[src/rtl/ldpc_pkg.sv]
// ldpc_pkg: shared LDPC decoder sizing constants and check-node FSM state type.
package ldpc_pkg;
   localparam int LIFTING_FACTOR = 4;
   localparam int LLR_WIDTH      = 4;
   localparam int MAX_DEGREE     = 8;
   localparam int MAG_MAX        = 2 ** (LLR_WIDTH - 1) - 1;
   typedef enum logic {ST_ACCUM = 1'b0, ST_HOLD = 1'b1} cnu_state_e;
endpackage

[src/rtl/cnu_lane.sv]
// cnu_lane: one lane of the min-sum check node, tracking min1/min2/idx/sign.
module cnu_lane #(
   parameter int LLR_WIDTH = 4,
   parameter int IDX_W     = 3
) (
   input  logic                 clk,
   input  logic                 rst_n,
   input  logic                 clr,
   input  logic                 acc,
   input  logic [LLR_WIDTH-1:0] llr,
   input  logic [IDX_W-1:0]     cnt,
   output logic [LLR_WIDTH-2:0] min1,
   output logic [LLR_WIDTH-2:0] min2,
   output logic [IDX_W-1:0]     idx,
   output logic                 sign
);
   logic [LLR_WIDTH-1:0] abs_v;
   logic [LLR_WIDTH-2:0] mag, min1_q, min1_d, min2_q, min2_d;
   logic [IDX_W-1:0]     idx_q, idx_d;
   logic                 sign_q, sign_d, lt1, lt2;
   assign abs_v = llr[LLR_WIDTH-1] ? (~llr + 1'b1) : llr;
   // Only the most negative code overflows the magnitude range; all-ones is MAG_MAX
   assign mag   = abs_v[LLR_WIDTH-1] ? '1 : abs_v[LLR_WIDTH-2:0];
   assign lt1   = mag < min1_q;
   assign lt2   = mag < min2_q;
   always_comb begin
      min1_d = clr ? '1 : (acc && lt1) ? mag : min1_q;
      min2_d = clr ? '1 : !acc ? min2_q : lt1 ? min1_q : lt2 ? mag : min2_q;
      idx_d  = clr ? '0 : (acc && lt1) ? cnt : idx_q;
      sign_d = clr ? 1'b0 : sign_q ^ (acc & llr[LLR_WIDTH-1]);
   end
   always_ff @(posedge clk) begin
      if (!rst_n) begin
         min1_q <= '1;
         min2_q <= '1;
         idx_q  <= '0;
         sign_q <= 1'b0;
      end else begin
         min1_q <= min1_d;
         min2_q <= min2_d;
         idx_q  <= idx_d;
         sign_q <= sign_d;
      end
   end
   assign min1 = min1_q;
   assign min2 = min2_q;
   assign idx  = idx_q;
   assign sign = sign_q;
endmodule

[src/rtl/cnu_minsum.sv]
// cnu_minsum: Z-lane min-sum check node unit; accumulates one row of beats, then
// holds the per-lane min1/min2/idx/sign result until the consumer takes it.
module cnu_minsum #(
   parameter int LIFTING_FACTOR = ldpc_pkg::LIFTING_FACTOR,
   parameter int LLR_WIDTH      = ldpc_pkg::LLR_WIDTH,
   parameter int MAX_DEGREE     = ldpc_pkg::MAX_DEGREE,
   localparam int IDX_W         = (MAX_DEGREE > 1) ? $clog2(MAX_DEGREE) : 1
) (
   input  logic                               clk,
   input  logic                               rst_n,
   input  logic                               in_valid,
   output logic                               in_ready,
   input  logic                               in_last,
   input  logic [LIFTING_FACTOR*LLR_WIDTH-1:0] in_llr,
   output logic                               out_valid,
   input  logic                               out_ready,
   output logic [LIFTING_FACTOR*(LLR_WIDTH-1)-1:0] out_min1,
   output logic [LIFTING_FACTOR*(LLR_WIDTH-1)-1:0] out_min2,
   output logic [LIFTING_FACTOR*IDX_W-1:0]     out_idx,
   output logic [LIFTING_FACTOR-1:0]           out_sign,
   output logic [IDX_W:0]                      out_degree,
   output logic                               out_overflow
);
   import ldpc_pkg::*;
   localparam int Z = LIFTING_FACTOR;
   localparam int W = LLR_WIDTH;
   cnu_state_e   state_q, state_d;
   logic [IDX_W:0] cnt_q, cnt_d;
   logic         ovf_q, ovf_d, acc, clr, at_max;
   always_comb begin
      in_ready  = state_q == ST_ACCUM;
      out_valid = state_q == ST_HOLD;
      acc       = in_valid && in_ready;
      clr       = out_valid && out_ready;
      at_max    = cnt_q == (IDX_W + 1)'(MAX_DEGREE - 1);
      state_d   = clr ? ST_ACCUM : (acc && (in_last || at_max)) ? ST_HOLD : state_q;
      cnt_d     = clr ? '0 : acc ? cnt_q + 1'b1 : cnt_q;
      ovf_d     = clr ? 1'b0 : (acc && at_max && !in_last) ? 1'b1 : ovf_q;
   end
   always_ff @(posedge clk) begin
      if (!rst_n) begin
         state_q <= ST_ACCUM;
         cnt_q   <= '0;
         ovf_q   <= 1'b0;
      end else begin
         state_q <= state_d;
         cnt_q   <= cnt_d;
         ovf_q   <= ovf_d;
      end
   end
   for (genvar g = 0; g < Z; g++) begin : g_lane
      cnu_lane #(.LLR_WIDTH(W), .IDX_W(IDX_W)) u_lane (
         .clk  (clk),
         .rst_n(rst_n),
         .clr  (clr),
         .acc  (acc),
         .llr  (in_llr[g*W +: W]),
         .cnt  (cnt_q[IDX_W-1:0]),
         .min1 (out_min1[g*(W-1) +: W-1]),
         .min2 (out_min2[g*(W-1) +: W-1]),
         .idx  (out_idx[g*IDX_W +: IDX_W]),
         .sign (out_sign[g])
      );
   end
   assign out_degree   = cnt_q;
   assign out_overflow = ovf_q;
endmodule

[config.mk]
export PLATFORM = sky130hd
export DESIGN_NAME = cnu_minsum
export DESIGN_NICKNAME = d
export VERILOG_FILES = /design/src/rtl/ldpc_pkg.sv /design/src/rtl/cnu_lane.sv /design/src/rtl/cnu_minsum.sv
export SDC_FILE = /design/constraint.sdc
export NUM_CORES = 1
export LEC_CHECK = 0
export CAP_MARGIN = 20
export CORE_UTILIZATION = 49
export DETAILED_ROUTE_END_ITERATION = 10
export PLACE_DENSITY = 0.8
export SYNTH_ARGS = -nofsm -noshare
export SYNTH_HDL_FRONTEND = slang
export SYNTH_SLANG_ARGS = --single-unit
export TNS_END_PERCENT = 5
[constraint.sdc]
create_clock -name clk -period 3.65 [get_ports clk]
set_input_delay 0.73 -clock clk [delete_from_list [all_inputs] [get_ports clk]]
set_output_delay 0.73 -clock clk [all_outputs]
set_load 0.03 [all_outputs]
**Yosys cells after proc, flatten, opt, wreduce, memory -nomap -nowiden**

Cells that the tools add are included.

- Flip-flop bits (word level): 46
- Bits of input ports: 21

- $add $sub $neg: 5
- Magnitude comparators: 8
- Equality and inequality tests: 1
- Mux-type cells: 16
- Bitwise operators: 14
- Reductions and logical operators: 20

Operators by type and width:

| kind | number |
|---|---|
| 3-bit two-way mux | 12 |
| 3-bit < comparator | 8 |
| 4-bit by 1-bit adder with 4-bit output, second input constant | 5 |
| 4-bit two-way mux | 4 |
| 4-bit NOT | 4 |
| 1-bit logical AND | 9 |
| 2-bit AND reduction | 4 |
| 2-bit nonzero test | 4 |
| 1-bit AND | 4 |
| 4-bit by 3-bit == test with 1-bit output, second input constant | 1 |
| 1-bit XOR | 4 |
| 1-bit NOT | 2 |
| 2-bit OR reduction | 1 |
| 1-bit zero test | 1 |
| 1-bit logical OR | 1 |

**Longest topological paths before layout**

Gate-level depths: netlist (run 1).

- Word-level depth: 7
- Gate-level depth with buffers: 12
- Mapped depth without buffers: 11

**Modules after synthesis**

A second synthesis (run 1) with hierarchy kept.

- Cells, all modules: 338
- Area total of the unflattened synthesis: 2786.4 um^2

Modules (own cells, without submodules):

| module | times used | cells an instance | area an instance (um^2) | seq. area each (um^2) |
|---|---|---|---|---|
| cnu_lane | 4 | 77 | 628.1 | 200.2 |
| cnu_minsum | 1 | 30 | 274.0 | 120.1 |

**Least setup slack after synthesis (run 1)**

OpenSTA, ideal clock, no wires.

- Kind: input to register
- Start point: input port in_llr[8]
- End point: register g_lane[2].u_lane.idx_q[2]
- Setup time: 0.128 ns
- Arrival: 2.625 ns
- Data required time: 3.522 ns
- Slack: 0.897 ns
- Cell stages on the path: 10
- Buffers on the path: 0
- Cell sequence: inv_1 -> ha_1 -> o21ai_0 -> o21ai_0 -> ha_1 -> a21oi_1 -> nand4_1 -> a21oi_1 -> mux2i_1 -> nor2_1

- Word-level cells in the longest chain between the ends: 6

RTL lines:

| element | RTL line | text |
|---|---|---|
| from (decl) | cnu_minsum.sv:14 | `input logic [LIFTING_FACTOR*LLR_WIDTH-1:0] in_llr,` |
| 4-bit NOT | cnu_lane.sv:21 | `assign abs_v = llr[LLR_WIDTH-1] ? (~llr + 1'b1) : llr;` |
| 4-bit by 1-bit adder with 4-bit output | cnu_lane.sv:21 |  |
| 4-bit two-way mux | cnu_lane.sv:21 |  |
| 3-bit two-way mux | cnu_lane.sv:23 | `assign mag = abs_v[LLR_WIDTH-1] ? '1 : abs_v[LLR_WIDTH-2:0];` |
| net g_lane[2].u_lane.mag[1] | cnu_lane.sv:18 | `logic [LLR_WIDTH-2:0] mag, min1_q, min1_d, min2_q, min2_d;` |
| 3-bit < comparator | cnu_lane.sv:24 | `assign lt1 = mag < min1_q;` |
| 1-bit logical AND | cnu_lane.sv:29 | `idx_d = clr ? '0 : (acc && lt1) ? cnt : idx_q;` |
| to (signal assigned) | cnu_lane.sv:41 | `idx_q <= idx_d;` |
| to (decl) | cnu_lane.sv:19 | `logic [IDX_W-1:0] idx_q, idx_d;` |

The timed path passes the listed nets, and every way through them passes these cells.
A chain may end at the register's enable or synchronous reset.

**Final worst setup path (run 1)**

- Start point: input port in_llr[4]
- End point: register g_lane[1].u_lane.min2_q[2]

- Word-level cells in the longest chain between the ends: 7
- Elaborated cells on any way between the ends: 10
- Classes of those cells: add/sub (1); order compare (2); mux (4); bitwise (1); reduce/logical (2)

RTL lines:

| element | RTL line | text |
|---|---|---|
| 4-bit NOT * | cnu_lane.sv:21 |  |
| 4-bit by 1-bit adder with 4-bit output * | cnu_lane.sv:21 |  |
| 4-bit two-way mux * | cnu_lane.sv:21 |  |
| 3-bit two-way mux * | cnu_lane.sv:23 |  |
| net g_lane[1].u_lane.mag[1] | cnu_lane.sv:18 |  |
| 3-bit < comparator, on equally long branches | cnu_lane.sv:25, cnu_lane.sv:24 |  |
| 2-bit nonzero test (no line) | n/a |  |
| 2-bit AND reduction (no line) | n/a |  |
| to (signal assigned) | cnu_lane.sv:40 | `min2_q <= min2_d;` |
| to (decl) | cnu_lane.sv:18 |  |

The timed path passes the listed nets; every way through them passes the cells marked *. The select of a mux whose other input is x is not followed.

==> reports/results.ini, run 1 <==
[status]
status = completed

[timing]
skew_ns = 0.00435
worst_pin_slew_ns = 0.824
drv_slew = 0
max_slew_margin = 0.451
finalHoldViolations = 0
rsz0062_at_grt = no
setup_viol = 0
period_needed_ns = 3.29
timing.fmax_mhz = 304
post-route-period-util = 0.902
setup_tns_ns = 0

[yosys]
synth_fp_nets = 372
seq_area_frac_synth = 0.345
synthSimpleGateAreaFrac = 0.221
syn_area_mm2 = 0.00267
ys_ff_latch = 46
synth_fa_ha_area_frac = 0.0984
synth.largest_area_cell = dfxtp_1
synthFlopType = dfxtp_1
synthCells = 330
synth_xor_area_frac = 0.0230
yosysMostFrequentCell = nor2_1
async_flop_share = 0
synthMuxAreaShare = 0.0525
synth-edff-count = 0
synth_top_family_by_area = simple AND/OR/NAND/NOR gates
yosysTopAreaCellShare = 0.345
synth_compound_area_frac = 0.199
synthTopCellsByArea = dfxtp_1 (34%), ha_1 (9.8%), nor2_1 (6.9%), o21ai_0 (5.4%), mux2i_1 (5.2%)
yosys_warnings = 0
yosys-top-cells-count = nor2_1 (49), dfxtp_1 (46), o21ai_0 (29)
avgSynthCellArea_um2 = 8.09
ys_types = 37

[clocking]
post_cts_resized = 0
cts_buffers = 5
cts_tree = built
clk_pin_slew_ns = 0.08
cts_sinks = 46
clockBufferDepth = 2
hold_buffers = 0
postCtsSetupBuffers = 0
root_buffer = clkbuf_8
clk_latency_ns = 0.29
h-tree-depth = 2

[detailed_routing]
wl_mm = 6.53
first_iter_violations = 121
vias_per_cell = 5.42
drc = 0
wl_met1_mm = 2.95
wl_per_cell_um = 13.8
dr.pass1.iters = 4
vias = 2562
top_layer = met4
routed-wl-met2_mm = 3.30
wl_met3_um = 232
ant_nets = 0

[final_layout]
diodes = 0
design_area_mm2 = 0.00352
fin_cells = 473
syn_to_final_growth_pct = 31.8
drive_gt1_frac = 0.0670
nets = 445
final_util = 0.681

[power_and_ir_drop]
ir_drop_mv = 0.300
p_int_w = 0.000885
clkPwrFrac = 0.216
p_seq_frac = 0.420
switching_share = 0.355
pwr-share-comb = 0.364
power_switching_w = 0.000487
p_leak_nw = 1.59
total_power_w = 0.00137
powerDensity_mw_per_mm2 = 390

[setup_path]
crit_type = primary input to register
cp.arrival_ns = 3.43
cp.required_ns = 3.79
rr_endpoint = g_lane[1].u_lane.min2[2]
critPathCaptureType = register
cp_max_fo = 7
reg2reg_slack_ns = 1.63
reg2reg_depth = 7
startpoint_type = primary input
worstReg2RegStart = g_lane[1].u_lane.min1[1]

[global_routing]
overflow = 0
grt_usage = 0.240
antenna_found_initial = 0
grt_pass1_wl_mm = 10.5
grt_max_degree = 26
grt_pass1_vias = 2380

[die]
fp.dieH_um = 75.8
initial_core_util = 0.516
pin_count = 68
core_mm2 = 0.00517
std_cell_rows = 26
die_w_um = 75.8
dieArea_mm2 = 0.00575

[placement]
gp_congestion = 0.844
post-place-cells = 466
dpl-instance-area_mm2 = 0.00344
io_buffers = 67
dp_hpwl_mm = 4.88

[job]
drv_cap = 0

[worst_hold_path]
hp-class = register to register
worstHoldPathCells = 2
min_from = g_lane[3].u_lane.idx[2]
holdPathEnd = g_lane[3].u_lane.idx[2]

==> how the worst max path moves through the flow <==
| stage | startpoint | end | slack, ns | cells after the start |
|---|---|---|---|---|
| floorplan | in_llr[8] | g_lane[2].u_lane.idx[2] | 0.90 | 10 |
| global placement | in_llr[4] | g_lane[1].u_lane.min2[2] | 0.17 | 11 |
| detailed placement | in_llr[0] | g_lane[0].u_lane.min2[0] | 0.05 | 11 |
| CTS | in_llr[0] | g_lane[0].u_lane.min1[1] | 0.36 | 12 |
| global route | in_llr[9] | g_lane[2].u_lane.min2[1] | 0.09 | 11 |
| finish | in_llr[4] | g_lane[1].u_lane.min2[2] | 0.36 | 11 |
==> metrics by stage <==
step / worst slack (ns) / hold WS (ns)
after global routing: 0.0878 / 0.540
after floorplan: 0.897 / 0.480
after global placement: 0.166 / 0.481
after CTS: 0.364 / 0.511
final: 0.358 / 0.504
after detailed placement: 0.0508 / 0.488
==> sequential cells by signal (all words and copies together) (netlist names) <==
signal / count
g_lane.u_lane.idx: 12
g_lane.u_lane.min1: 12
out_overflow: 1
out_degree: 4
g_lane.u_lane.sign: 4
out_valid: 1
g_lane.u_lane.min2: 12
==> critical path, cell delays in order <==
cell	delay (ns)
clkdlybuf4s50_1	0.48
inv_1	0.08
ha_1	0.29
o21ai_0	0.14
o21ai_0	0.22
ha_1	0.34
o21ai_0	0.19
nor2b_1	0.36
o21ai_4	0.14
a221oi_1	0.37
o21ai_1	0.10
==> cells in the final DEF, fill, tap and decap left out <==
cell,count
a211oi_1,1
a21o_1,1
a21oi_1,23
a221oi_1,9
a22oi_1,2
a31oi_1,1
a32oi_1,1
and2_1,3
and2_2,2
and3b_1,1
and4_4,3
buf_4,10
clkbuf_1,2
clkbuf_8,5
clkdlybuf4s50_1,67
dfxtp_1,46
ha_1,21
inv_1,28
mux2i_1,14
nand2_1,19
nand2b_1,4
nand4_1,4
nor2_1,49
nor2b_1,4
nor3_1,19
nor3b_1,3
nor3b_2,1
o211ai_1,6
o21ai_0,29
o21ai_1,6
o21ai_4,3
o22ai_1,1
o311ai_0,1
o311ai_1,1
or3_1,3
or3b_4,3
xnor2_1,1
xor2_1,6
==> layout make-up <==
type	instances	area [um^2]
multi-input combinational	245	1590
clock buffer	7	76.3
fill	463	1650
tap	70	87.6
timing repair buffer	77	746
sequential	46	921
inverter	28	105
==> cell families (layout without fill, tap and decap cells) <==
family          after synthesis  in the layout
simple gates                118            118
mux                          14             14
fa+ha+maj                    21             21
flops                        46             46
xor+xnor                      7              7
buf+inv                      39            112
compound gates               85             85
==> routing by layer <==
metal,track usage,vias up
met5,0,-
met4,0.0782,0
met3,0.0503,4
met2,0.419,62
met1,0.293,1186
li1,-,1310
==> power groups by stage <==
stage,sequential (W),clock [W],combinational (W)
final,0.000576,0.000297,0.000499
after global routing,0.000582,0.000319,0.000549
after CTS,0.000576,0.000301,0.000499
after detailed placement,0.000588,0,0.000496
after global placement,0.000587,0,0.000485
after floorplan,0.000648,0,0.000264
(Power assumes the default switching activity.)
==> inputs of run 2 (changes only) <==
Settings changed: CAP_MARGIN 20 to not set.
==> results of run 2 <==
No change in the layout: final DEF, timing and power equal those of run 1.
